<file path="config.mk">
export PLATFORM = sky130hd
export DESIGN_NAME = pipe_stage_reg
export DESIGN_NICKNAME = d
export VERILOG_FILES = /design/src/rtl/pipe_stage_reg.sv
export SDC_FILE = /design/constraint.sdc
export NUM_CORES = 1
export LEC_CHECK = 0
export BUFFER_PORTS_ARGS = -buffer_cell sky130_fd_sc_hd__buf_2
export CORE_MARGIN = 2
export CORE_UTILIZATION = 41
export CTS_CLUSTER_SIZE = 25
export DETAILED_ROUTE_END_ITERATION = 10
export PLACE_DENSITY = 0.71
export SYNTH_ARGS = -nofsm -noshare
export SYNTH_HDL_FRONTEND = slang
export SYNTH_SLANG_ARGS = --single-unit
export TNS_END_PERCENT = 20
</file>
<file path="constraint.sdc">
create_clock -name clk -period 1.99 [get_ports clk]
set_clock_uncertainty 0.2 [all_clocks]
set_input_delay 0.0995 -clock clk [delete_from_list [all_inputs] [get_ports clk]]
set_output_delay 0.0995 -clock clk [all_outputs]
set_load 0.01 [all_outputs]
</file>
<file path="src/rtl/pipe_stage_reg.sv">
// Inter-stage pipeline register: valid/PC/payload/register fields, Tnew countdown, hazard compares.
// Latency 1 cycle on capture; en=0 holds contents (stall), clear loads a bubble and wins over en.
module pipe_stage_reg #(
  parameter int DATA_W       = 64,
  parameter int A_W          = 5,
  parameter int TNEW_W       = 4,
  parameter int N_SRC        = 2,
  parameter int CNT_W        = 8,
  parameter int DECR_ON_HOLD = 0
) (
  input  logic                    clk,
  input  logic                    reset,
  input  logic                    en,
  input  logic                    clear,
  input  logic                    in_valid,
  input  logic [31:0]             in_pc,
  input  logic [DATA_W-1:0]       in_payload,
  input  logic                    in_reg_write,
  input  logic [A_W-1:0]          in_a3,
  input  logic [TNEW_W-1:0]       in_tnew,
  input  logic [N_SRC-1:0]        in_a_use,
  input  logic [N_SRC*A_W-1:0]    in_a,
  output logic                    out_valid,
  output logic [31:0]             out_pc,
  output logic [DATA_W-1:0]       out_payload,
  output logic                    out_reg_write,
  output logic [A_W-1:0]          out_a3,
  output logic [TNEW_W-1:0]       out_tnew,
  output logic [N_SRC-1:0]        out_a_use,
  output logic [N_SRC*A_W-1:0]    out_a,
  input  logic [N_SRC*A_W-1:0]    cons_a,
  input  logic [N_SRC*TNEW_W-1:0] cons_tuse,
  output logic [N_SRC-1:0]        match,
  output logic [N_SRC-1:0]        fwd_ok,
  output logic [N_SRC-1:0]        stall_req,
  output logic [CNT_W-1:0]        hold_cnt
);

  logic                 valid_q, valid_d;
  logic [31:0]          pc_q, pc_d;
  logic [DATA_W-1:0]    payload_q, payload_d;
  logic                 reg_write_q, reg_write_d;
  logic [A_W-1:0]       a3_q, a3_d;
  logic [TNEW_W-1:0]    tnew_q, tnew_d;
  logic [N_SRC-1:0]     a_use_q, a_use_d;
  logic [N_SRC*A_W-1:0] a_q, a_d;
  logic [CNT_W-1:0]     hold_cnt_q, hold_cnt_d;

  always_comb begin
    valid_d     = valid_q;
    pc_d        = pc_q;
    payload_d   = payload_q;
    reg_write_d = reg_write_q;
    a3_d        = a3_q;
    tnew_d      = tnew_q;
    a_use_d     = a_use_q;
    a_d         = a_q;
    hold_cnt_d  = hold_cnt_q;
    if (clear) begin
      valid_d     = 1'b0;
      pc_d        = '0;
      payload_d   = '0;
      reg_write_d = 1'b0;
      a3_d        = '0;
      tnew_d      = '0;
      a_use_d     = '0;
      a_d         = '0;
      hold_cnt_d  = '0;
    end else if (en) begin
      valid_d     = in_valid;
      pc_d        = in_pc;
      payload_d   = in_payload;
      // A bubble entering the stage must never look like a writer or reader.
      reg_write_d = in_reg_write & in_valid;
      a3_d        = in_a3;
      tnew_d      = (in_tnew == '0) ? '0 : in_tnew - 1'b1;
      a_use_d     = in_valid ? in_a_use : '0;
      a_d         = in_a;
      hold_cnt_d  = '0;
    end else begin
      if (DECR_ON_HOLD != 0 && tnew_q != '0) tnew_d = tnew_q - 1'b1;
      if (valid_q && !(&hold_cnt_q)) hold_cnt_d = hold_cnt_q + 1'b1;
    end
  end

  always_ff @(posedge clk or negedge reset) begin
    if (!reset) begin
      valid_q     <= 1'b0;
      pc_q        <= '0;
      payload_q   <= '0;
      reg_write_q <= 1'b0;
      a3_q        <= '0;
      tnew_q      <= '0;
      a_use_q     <= '0;
      a_q         <= '0;
      hold_cnt_q  <= '0;
    end else begin
      valid_q     <= valid_d;
      pc_q        <= pc_d;
      payload_q   <= payload_d;
      reg_write_q <= reg_write_d;
      a3_q        <= a3_d;
      tnew_q      <= tnew_d;
      a_use_q     <= a_use_d;
      a_q         <= a_d;
      hold_cnt_q  <= hold_cnt_d;
    end
  end

  // Register $0 is hardwired, so a writer to it never creates a hazard.
  always_comb begin
    match     = '0;
    fwd_ok    = '0;
    stall_req = '0;
    for (int i = 0; i < N_SRC; i++) begin
      match[i]     = valid_q & reg_write_q & (a3_q != '0) & (a3_q == cons_a[i*A_W +: A_W]);
      fwd_ok[i]    = match[i] & (tnew_q == '0);
      stall_req[i] = match[i] & (tnew_q > cons_tuse[i*TNEW_W +: TNEW_W]);
    end
  end

  assign out_valid     = valid_q;
  assign out_pc        = pc_q;
  assign out_payload   = payload_q;
  assign out_reg_write = reg_write_q;
  assign out_a3        = a3_q;
  assign out_tnew      = tnew_q;
  assign out_a_use     = a_use_q;
  assign out_a         = a_q;
  assign hold_cnt      = hold_cnt_q;

endmodule

</file>
==> flow_summary.yaml, run 1 <==
die:
  die_w_um: 120
  core.rowCount: 42
  die_h_um: 120
  core_sq_mm: 0.0132
  initial_core_util: 0.419
  die_area_sq_mm: 0.0145
  num_io_pins: 274
synthesis:
  ys_warn_count: 0
  synth_most_common_cell: "dfrtp_1"
  ys_seq_elements: 127
  synth_top_cell_area_share: 0.573
  yosysUniqueCellTypes: 32
  synth-seq-area-share: 0.573
  synth-compound-area-share: 0.0277
  synth_edf_count: 0
  async_flop_share: 1.00
  synth_common_cells: "dfrtp_1 (127), nor2_1 (118), mux2i_1 (113)"
  synth_top_family_by_area: "multiplexers"
  synth-xor-area-share: 0.0205
  synthesis.instances: 485
  synthAdderAreaFrac: 0.0248
  synthFlopType: "dfrtp_1"
  synth_area_leaders: "dfrtp_1 (57%), mux2i_1 (20%), nor2_1 (8.0%)"
  netlist_area_sq_mm: 0.00555
  synthMuxAreaShare: 0.204
  syn_area_per_cell_sq_um: 11.4
  synth_fp_nets: 637
  synth_top_area_cell: "dfrtp_1"
  synth_simple_gate_area_share: 0.120
timing:
  fin_crit_ns: 2.22
  final-max-slew-violation-count: 0
  worst_slew_pin_slew_ns: 0.662
  max_freq_mhz: 450
  final_hold_viol_count: 0
  fin_crit_sh: 1.12
  rsz0062_at_grt: "true"
  maxSlewHeadroom: 0.559
  setup_slack_ns: -0.231
  setup_violations: 6
critical_path:
  slowest_delay_ns: 0.54
  worst_ep_arrival_time_ns: 1.92
  worstPathMaxFanout: 3
  crit_chain: "or4_1 -> o211ai_2 -> nor4_2 -> and2_1 -> buf_2"
  end_kind: "output port"
  worstSetupPathType: "flop to output port"
  crit_path_start_kind: "flop"
  required_ns: 1.69
  slowest_stage: "or4_1"
power_and_ir_drop:
  p_seq_frac: 0.416
  p_leak_uw: 0.00494
  power_switching_uw: 1710
  internal_power_uw: 5050
  power_density_mw_per_mm2: 753
  vdd_drop_max_mv: 0.601
  swShare: 0.254
  clockPowerShare: 0.425
  total_power_uw: 6760
  combPwrFrac: 0.159
detailed_routing:
  drc: 0
  vias: 5221
  wl_per_cell_um: 16.3
  ant_nets: 0
  dr.first_iter.drc_count: 217
  firstDrtPassIters: 4
  viasPerCell: 4.86
  routed_wl_um: 17500
clocking:
  post_cts_resized: 0
  cts_tree: "yes"
  clock_latency_ns: 0.41
  clockBufferDepth: 2
  htree_levels: 4
  cts_root_buf: "clkbuf_16"
  cts.sinks: 127
  clk_pin_slew_ns: 0.06
  numCtsBuffers: 17
global_routing:
  grt_use_met2: 0.443
  grt_pass1_wl_um: 27500
  use_met3: 0.0726
  overflow: 0
  grt_pass1_vias: 5594
  use_met1: 0.262
  antenna_found_initial: 0
  grt_max_degree: 128
  grtUsageTotal: 0.242
  gr-max-usage-layer: "met2"
placement:
  port_buffers: 273
  pre_cts_ws_ns: 0.118
  place.gp.congestion: 0.916
  hpwl_um: 10500
run_status:
  status: "finished, violations left"
  violations: "negative setup slack"
cells_and_area:
  nets: 1037
  layout-drive-gt1-share: 0.353
  syn_to_final_growth_pct: 61.7
  antennaDiodeCount: 0
min_path:
  min_path_type: "input pin to flop"
job:
  cap_violations: 0
power by group through the flow:
stage,sequential (uW),combinational [uW],clock (uW)
6_report,2810,1070,2870
5_1_grt,2820,1170,3060
4_1_cts,2800,1060,2920
3_5_place_dp,2850,856,0
3_3_place_gp,2840,829,0
2_1_floorplan,2910,354,0
final timing paths:
path                       cells after the start                     endpoint  slack [ns]                   startpoint
hold / removal                                 3      out_tnew[3]$_DFFE_PN0P_        0.01                           en
min in group asynchronous                      3  out_payload[30]$_DFFE_PN0P_        0.16                        reset
hold reg to reg                                2  out_payload[60]$_DFFE_PN0P_        0.31  out_payload[60]$_DFFE_PN0P_
setup reg to reg                               5      hold_cnt[7]$_DFFE_PN0P_        0.22      hold_cnt[0]$_DFFE_PN0P_
setup / recovery                               5                    fwd_ok[0]       -0.23        out_a3[1]$_DFFE_PN0P_
max in group asynchronous                      3         out_a[2]$_DFFE_PN0P_        0.94                        reset
flip-flops by register name, summed over array words and instances, names as in the netlist:
register	count
out_valid	1
out_a3	5
out_payload	64
out_a	10
out_a_use	2
hold_cnt	8
out_tnew	4
out_reg_write	1
out_pc	32
placed cells by master (no fill, tap or decap), types with 2 or more instances in the layout:
cell | Yosys | final
o21ai_0 | 6 | 6
dfrtp_1 | 127 | 127
xnor2_1 | 8 | 8
nand4_1 | 5 | 5
or3_1 | 3 | 3
xor2_1 | 5 | 5
nor4_2 | 2 | 2
buf_2 | 14 | 270
ha_1 | 11 | 11
mux2i_1 | 113 | 113
a211oi_1 | 2 | 2
clkbuf_8 | 0 | 2
nor3_1 | 2 | 2
clkinv_2 | 0 | 6
a21oi_1 | 12 | 12
nand2_1 | 6 | 6
and3_1 | 3 | 3
nand2b_1 | 3 | 3
inv_1 | 12 | 12
and2_1 | 2 | 2
buf_4 | 0 | 7
clkbuf_1 | 13 | 2
clkinvlp_4 | 0 | 3
nand3_1 | 6 | 6
a311oi_1 | 2 | 2
nor2_1 | 118 | 118
dlygate4sd3_1 | 0 | 126
clkbuf_16 | 0 | 17
buf_12 | 0 | 5
cell type report:
class | instances | area (sq um)
fillers | 956 | 4270
flip-flops and latches | 127 | 3180
repair buffers | 409 | 2780
multi-input cells | 318 | 2200
clock buffers | 21 | 460
well taps | 176 | 220
clock inverters | 11 | 91.3
inverters | 12 | 45.0
cells by family (layout without fill, tap and decap cells):
family	count (synthesis)	in the layout
flip-flops	127	127
AND/OR/NAND/NOR	155	155
AO/OA/AOI/OAI	26	26
buffers and inverters	40	453
multiplexers	113	113
XOR/XNOR	13	13
adder cells (fa/ha/maj)	11	11
critical path, delay by kind of cell, from the launching register on:
family	cells	cell delay (ns)
AOI/OAI and AO/OA	1	0.21
buffers and inverters	1	0.13
DFF	1	0.36
and+or+nand+nor	3	0.81
routing by layer:
layer | wire length [um] | up-vias
met3 | 1240 | 37
met5 | 0 | -
met2 | 9310 | 221
met4 | 393 | 0
li1 | - | 2443
met1 | 6510 | 2520
stage by stage:
step | TNS (ns) | area, sq um | std cells | hold WS [ns] | util
after global placement | 0 | 7150 | 914 | 0.0538 | 0.540
after global routing | -1.44 | 8970 | 1074 | 0.0428 | 0.678
after CTS | -1.10 | 8970 | 1074 | 0.00949 | 0.678
final | -0.978 | 8970 | 1074 | 0.0144 | 0.678
after floorplan | 0 | 5550 | 485 | -0.396 | -
after detailed placement | 0 | 7150 | 914 | 0.0593 | 0.540
repair_timing:
action | 4_1_cts | 5_1_grt
buffers inserted | 2 | 0
hold buffers | 126 | 0
endpoints found under the hold margin | 254 | 0
endpoints found under the setup margin | 6 | 6
Note: power is estimated with default switching activity, not from simulation.
==> run 2, diff against run 1 <==
--- a/config.mk
+++ b/config.mk
@@ -7,8 +7,10 @@
 export LEC_CHECK = 0
 export BUFFER_PORTS_ARGS = -buffer_cell sky130_fd_sc_hd__buf_2
+export CAP_MARGIN = 5
 export CORE_MARGIN = 2
 export CORE_UTILIZATION = 41
 export CTS_CLUSTER_SIZE = 25
 export DETAILED_ROUTE_END_ITERATION = 10
+export MAX_ROUTING_LAYER = met4
 export PLACE_DENSITY = 0.71
 export SYNTH_ARGS = -nofsm -noshare
==> constraint.sdc (replaced) <==
create_clock -name clk -period 1.99 [get_ports clk]
set_clock_uncertainty 0.2 [all_clocks]
set_input_delay 0.199 -clock clk [delete_from_list [all_inputs] [get_ports clk]]
set_output_delay 0.199 -clock clk [all_outputs]
set_load 0.01 [all_outputs]
==> flow_summary.yaml, run 2 (synthesized netlist as in run 1, its figures left out) <==
run_status:
  status: "finished, violations left"
  violations: "negative setup slack"
global_routing:
  grt_pass1_wl_um: 28100
  antenna_found_initial: 0
  overflow: 0
  grt_pass1_vias: 5806
  grtUsageTotal: 0.255
  grt_max_degree: 72
die:
  die_h_um: 120
  num_io_pins: 274
  die_w_um: 120
  initial_core_util: 0.419
  core.rowCount: 42
  core_sq_mm: 0.0132
  die_area_sq_mm: 0.0145
clocking:
  numCtsBuffers: 17
  clock_latency_ns: 0.41
  post_cts_buffers: 0
  cts_root_buf: "clkbuf_16"
  clockBufferDepth: 2
  clk_pin_slew_ns: 0.05
  htree_levels: 4
  cts_tree: "yes"
  post_cts_resized: 0
  cts.sinks: 127
detailed_routing:
  viasPerCell: 4.92
  wl_per_cell_um: 16.3
  dr.first_iter.drc_count: 212
  drc: 0
  routed_wl_um: 17700
  firstDrtPassIters: 6
  ant_nets: 0
  vias: 5332
cells_and_area:
  fill_cells: 960
  fin_area_sq_mm: 0.00909
  antennaDiodeCount: 0
  nets: 1046
  layout-drive-gt1-share: 0.363
  most-common-layout-cells: "buf_2 (270), dfrtp_1 (127), dlygate4sd3_1 (125), nor2_1 (118), mux2i_1 (113)"
  final_cells: 1083
  final_common_cell: "buf_2"
  largest_register_ffs: 64
  syn_to_final_growth_pct: 63.9
placement:
  dp.cells: 926
  place.gp.congestion: 0.916
  dpl_cell_area_sq_mm: 0.00725
  port_buffers: 273
  hpwl_um: 10900
power_and_ir_drop:
  power_density_mw_per_mm2: 764
  vdd_drop_max_mv: 0.500
  p_leak_uw: 0.00501
  total_power_uw: 6940
job:
  cap_violations: 0
timing:
  max_freq_mhz: 433
  rsz0062_at_grt: "true"
  maxSlewHeadroom: 0.610
  finalSetupTns_ns: -1.62
  final-max-slew-violation-count: 0
  fin_crit_ns: 2.31
  worst_slew_pin_slew_ns: 0.586
  setup_violations: 6
  fin_crit_sh: 1.16
  final_hold_viol_count: 0
  setup_slack_ns: -0.320
min_path:
  min_path_type: "input pin to flop"
critical_path:
  worstSetupPathType: "flop to output port"
  end_kind: "output port"
  required_ns: 1.59
  crit_path_start_kind: "flop"
  worstPathMaxFanout: 3
  worst_ep_arrival_time_ns: 1.91
## run 2: area by class of cell
type / count / area, sq um / share of cell area
clock buffers: 21 / 480 / 0.0528
clock inverters: 11 / 113 / 0.0124
inverters: 12 / 45.0 / 0.00495
multi-input cells: 318 / 2200 / 0.242
flip-flops and latches: 127 / 3180 / 0.349
well taps: 176 / 220 / 0.0242
repair buffers: 418 / 2850 / 0.314
## run 2: report_power, final
| group | total, uW | internal, uW | switching, uW |
|---|---|---|---|
| logic | 1100 | 570 | 527 |
| clock network | 3040 | 1960 | 1080 |
| registers | 2810 | 2720 | 88.8 |
## run 2: stage by stage
stage | util | hold slack, ns | setup WS (ns)
global placement | 0.547 | -0.152 | 0.134
finish | 0.687 | 0.0954 | -0.320
CTS | 0.687 | 0.0753 | -0.361
detailed placement | 0.547 | -0.153 | 0.0853
global route | 0.687 | 0.127 | -0.412
floorplan | - | -0.297 | 0.130
## run 2: what timing repair did
| item | 4_1_cts | 5_1_grt |
|---|---|---|
| hold buffers | 125 | 0 |
| endpoints found under the setup margin | 6 | 6 |
| hold endpoints to repair | 245 | 0 |
## run 2: metal layers
layer | global-route usage | up-vias | routed length (um)
met5 | - | - | 0
met1 | 0.255 | 2561 | 6460
met4 | 0.150 | 0 | 741
met2 | 0.451 | 244 | 9340
li1 | - | 2459 | -
met3 | 0.0637 | 68 | 1130
## run 2: worst max-delay path, stage by stage (launching register included)
cell      delay (ns)
dfrtp_1         0.37
or4_1           0.53
o211ai_2        0.21
nor4_2          0.10
and2_1          0.16
buf_2           0.13
## run 2: final timing paths
| check | from | endpoint | slack, ns | cells past startpoint |
|---|---|---|---|---|
| min | in_tnew[1] | out_tnew[1]$_DFFE_PN0P_ | 0.1 | 4 |
| max in group asynchronous | reset | out_payload[34]$_DFFE_PN0P_ | 0.65 | 3 |
| max | out_a3[1]$_DFFE_PN0P_ | fwd_ok[0] | -0.32 | 5 |
| max reg2reg | hold_cnt[0]$_DFFE_PN0P_ | hold_cnt[5]$_DFFE_PN0P_ | 0.21 | 5 |
| min in group asynchronous | reset | out_payload[33]$_DFFE_PN0P_ | 0.19 | 3 |
| min reg2reg | out_payload[62]$_DFFE_PN0P_ | out_payload[62]$_DFFE_PN0P_ | 0.31 | 2 |
==> run 3, diff against run 2 <==
SLEW_MARGIN = 0   (was not set)
clock period = 2.4 ns   (was 1.99 ns; I/O delays follow)
==> flow_summary.yaml, run 3 (synthesized netlist as in run 1, its figures left out) <==
global_routing:
  antenna_found_initial: 0
  grt_pass1_vias: 5695
  grt_max_degree: 75
  grt_pass1_wl_um: 28100
  grtUsageTotal: 0.257
  overflow: 0
clocking:
  cts.sinks: 127
  cts_root_buf: "clkbuf_16"
  clock_latency_ns: 0.41
  cts_tree: "yes"
  clockBufferDepth: 2
  htree_levels: 4
  numCtsBuffers: 17
  clk_pin_slew_ns: 0.05
die:
  die_w_um: 120
  num_io_pins: 274
  core.rowCount: 42
  core_sq_mm: 0.0132
  die_area_sq_mm: 0.0145
  die_h_um: 120
  initial_core_util: 0.419
cells_and_area:
  layout-drive-gt1-share: 0.353
  antennaDiodeCount: 0
  final_common_cell: "buf_2"
  most-common-layout-cells: "buf_2 (270), dfrtp_1 (127), dlygate4sd3_1 (122), nor2_1 (118), mux2i_1 (113)"
  nets: 1034
  final_cells: 1071
  syn_to_final_growth_pct: 62.2
  largest_register_ffs: 64
run_status:
  status: "finished, violations left"
  violations: "negative setup slack"
timing:
  fin_crit_sh: 1.01
  setup_violations: 4
  maxSlewHeadroom: 0.579
  finalHoldWorstSlack_ns: 0.00971
  setup_slack_ns: -0.0154
  rsz0062_at_grt: "true"
  fin_crit_ns: 2.42
  worst_slew_pin_slew_ns: 0.626
  max_freq_mhz: 414
  final-max-slew-violation-count: 0
  final_hold_viol_count: 0
critical_path:
  worstSetupPathType: "flop to output port"
  worst_ep_arrival_time_ns: 1.98
  crit_path_start_kind: "flop"
  worstPathMaxFanout: 3
  required_ns: 1.96
  slowest_stage: "or4_4"
  crit_chain: "or4_4 -> o211ai_4 -> nor4_4 -> and2_1 -> buf_2"
  slowest_delay_ns: 0.55
  end_kind: "output port"
detailed_routing:
  wl_met3_um: 1080
  ant_nets: 0
  routed.top_layer: "met4"
  dr.first_iter.drc_count: 220
  routed_wl_um: 17600
  wl_met1_um: 6590
  wl_per_cell_um: 16.4
  viasPerCell: 4.92
  vias: 5273
  drc: 0
  firstDrtPassIters: 4
  wl_met2_um: 9300
power_and_ir_drop:
  vdd_drop_max_mv: 0.397
  power_density_mw_per_mm2: 638
  p_leak_uw: 0.00495
placement:
  port_buffers: 273
  dp.cells: 914
  place.gp.congestion: 0.910
  hpwl_um: 10700
min_path:
  min_path_type: "input pin to flop"
job:
  cap_violations: 0
[run 3: cell types whose count changed in the layout (fill, tap and decap cells not counted)]
cell and delta:
buf_12 -1, clkbuf_1 +5, dlygate4sd3_1 -3, clkinvlp_4 -3, o211ai_4 +1, buf_4 -8
clkinv_2 -2, nor4_4 +2, or4_4 +1, or4_1 -1, o211ai_2 -1, nor4_2 -2
[run 3: worst paths after layout]
kind | slack, ns | end | startpoint | cells past startpoint
max | -0.02 | fwd_ok[0] | out_a3[3]$_DFFE_PN0P_ | 5
min | 0.01 | out_tnew[3]$_DFFE_PN0P_ | in_tnew[3] | 3
max reg2reg | 0.61 | hold_cnt[5]$_DFFE_PN0P_ | hold_cnt[0]$_DFFE_PN0P_ | 5
min reg2reg | 0.31 | out_payload[51]$_DFFE_PN0P_ | out_payload[51]$_DFFE_PN0P_ | 2
max in group asynchronous | 1.46 | out_pc[25]$_DFFE_PN0P_ | reset | 3
min in group asynchronous | 0.18 | out_payload[29]$_DFFE_PN0P_ | reset | 3
[run 3: power by group]
group          switching, uW  internal (uW)
clock                    881           1630
sequential              75.4           2260
combinational            437            460
total                   1390           4350
[run 3: routing by layer]
layer / global-route usage / vias to the layer above
met5: - / -
met4: 0.118 / 0
met3: 0.0731 / 56
met2: 0.445 / 242
met1: 0.272 / 2535
li1: - / 2440
[run 3: cell type report]
cell class	instances	area [sq um]
Sequential cell	127	3180
Tap cell	176	220
Fill cell	976	4240
Multi-Input combinational cell	318	2230
Timing Repair Buffer	406	2740
Clock buffer	26	499
Inverter	12	45.0
Clock inverter	6	80.1
[run 3: metrics by stage]
step                total power [uW]  area, sq um   util  setup slack, ns  TNS, ns
global route                    5990         9000  0.680          -0.0725   -0.280
detailed placement              3070         7150  0.540            0.360        0
global placement                3050         7150  0.540            0.445        0
finish                          5740         9000  0.680          -0.0154  -0.0489
floorplan                       2710         5550      -            0.499        0
CTS                             5760         9000  0.680          -0.0309   -0.104
[run 3: repair_timing]
| item | in CTS | in global routing |
|---|---|---|
| hold endpoints to repair | 245 | 0 |
| setup endpoints to repair | 4 | 5 |
| pin swaps | 3 | 4 |
| setup buffers | 3 | 0 |
| hold buffers | 122 | 0 |
| gates cloned | 0 | 0 |
| resized for setup | 4 | 0 |
[run 3: worst max-delay path, delay by kind of cell, from the launching register on]
kind | cells | cell delay [ns]
AOI/OAI and AO/OA | 1 | 0.25
buffers and inverters | 1 | 0.13
DFF | 1 | 0.38
and+or+nand+nor | 3 | 0.80
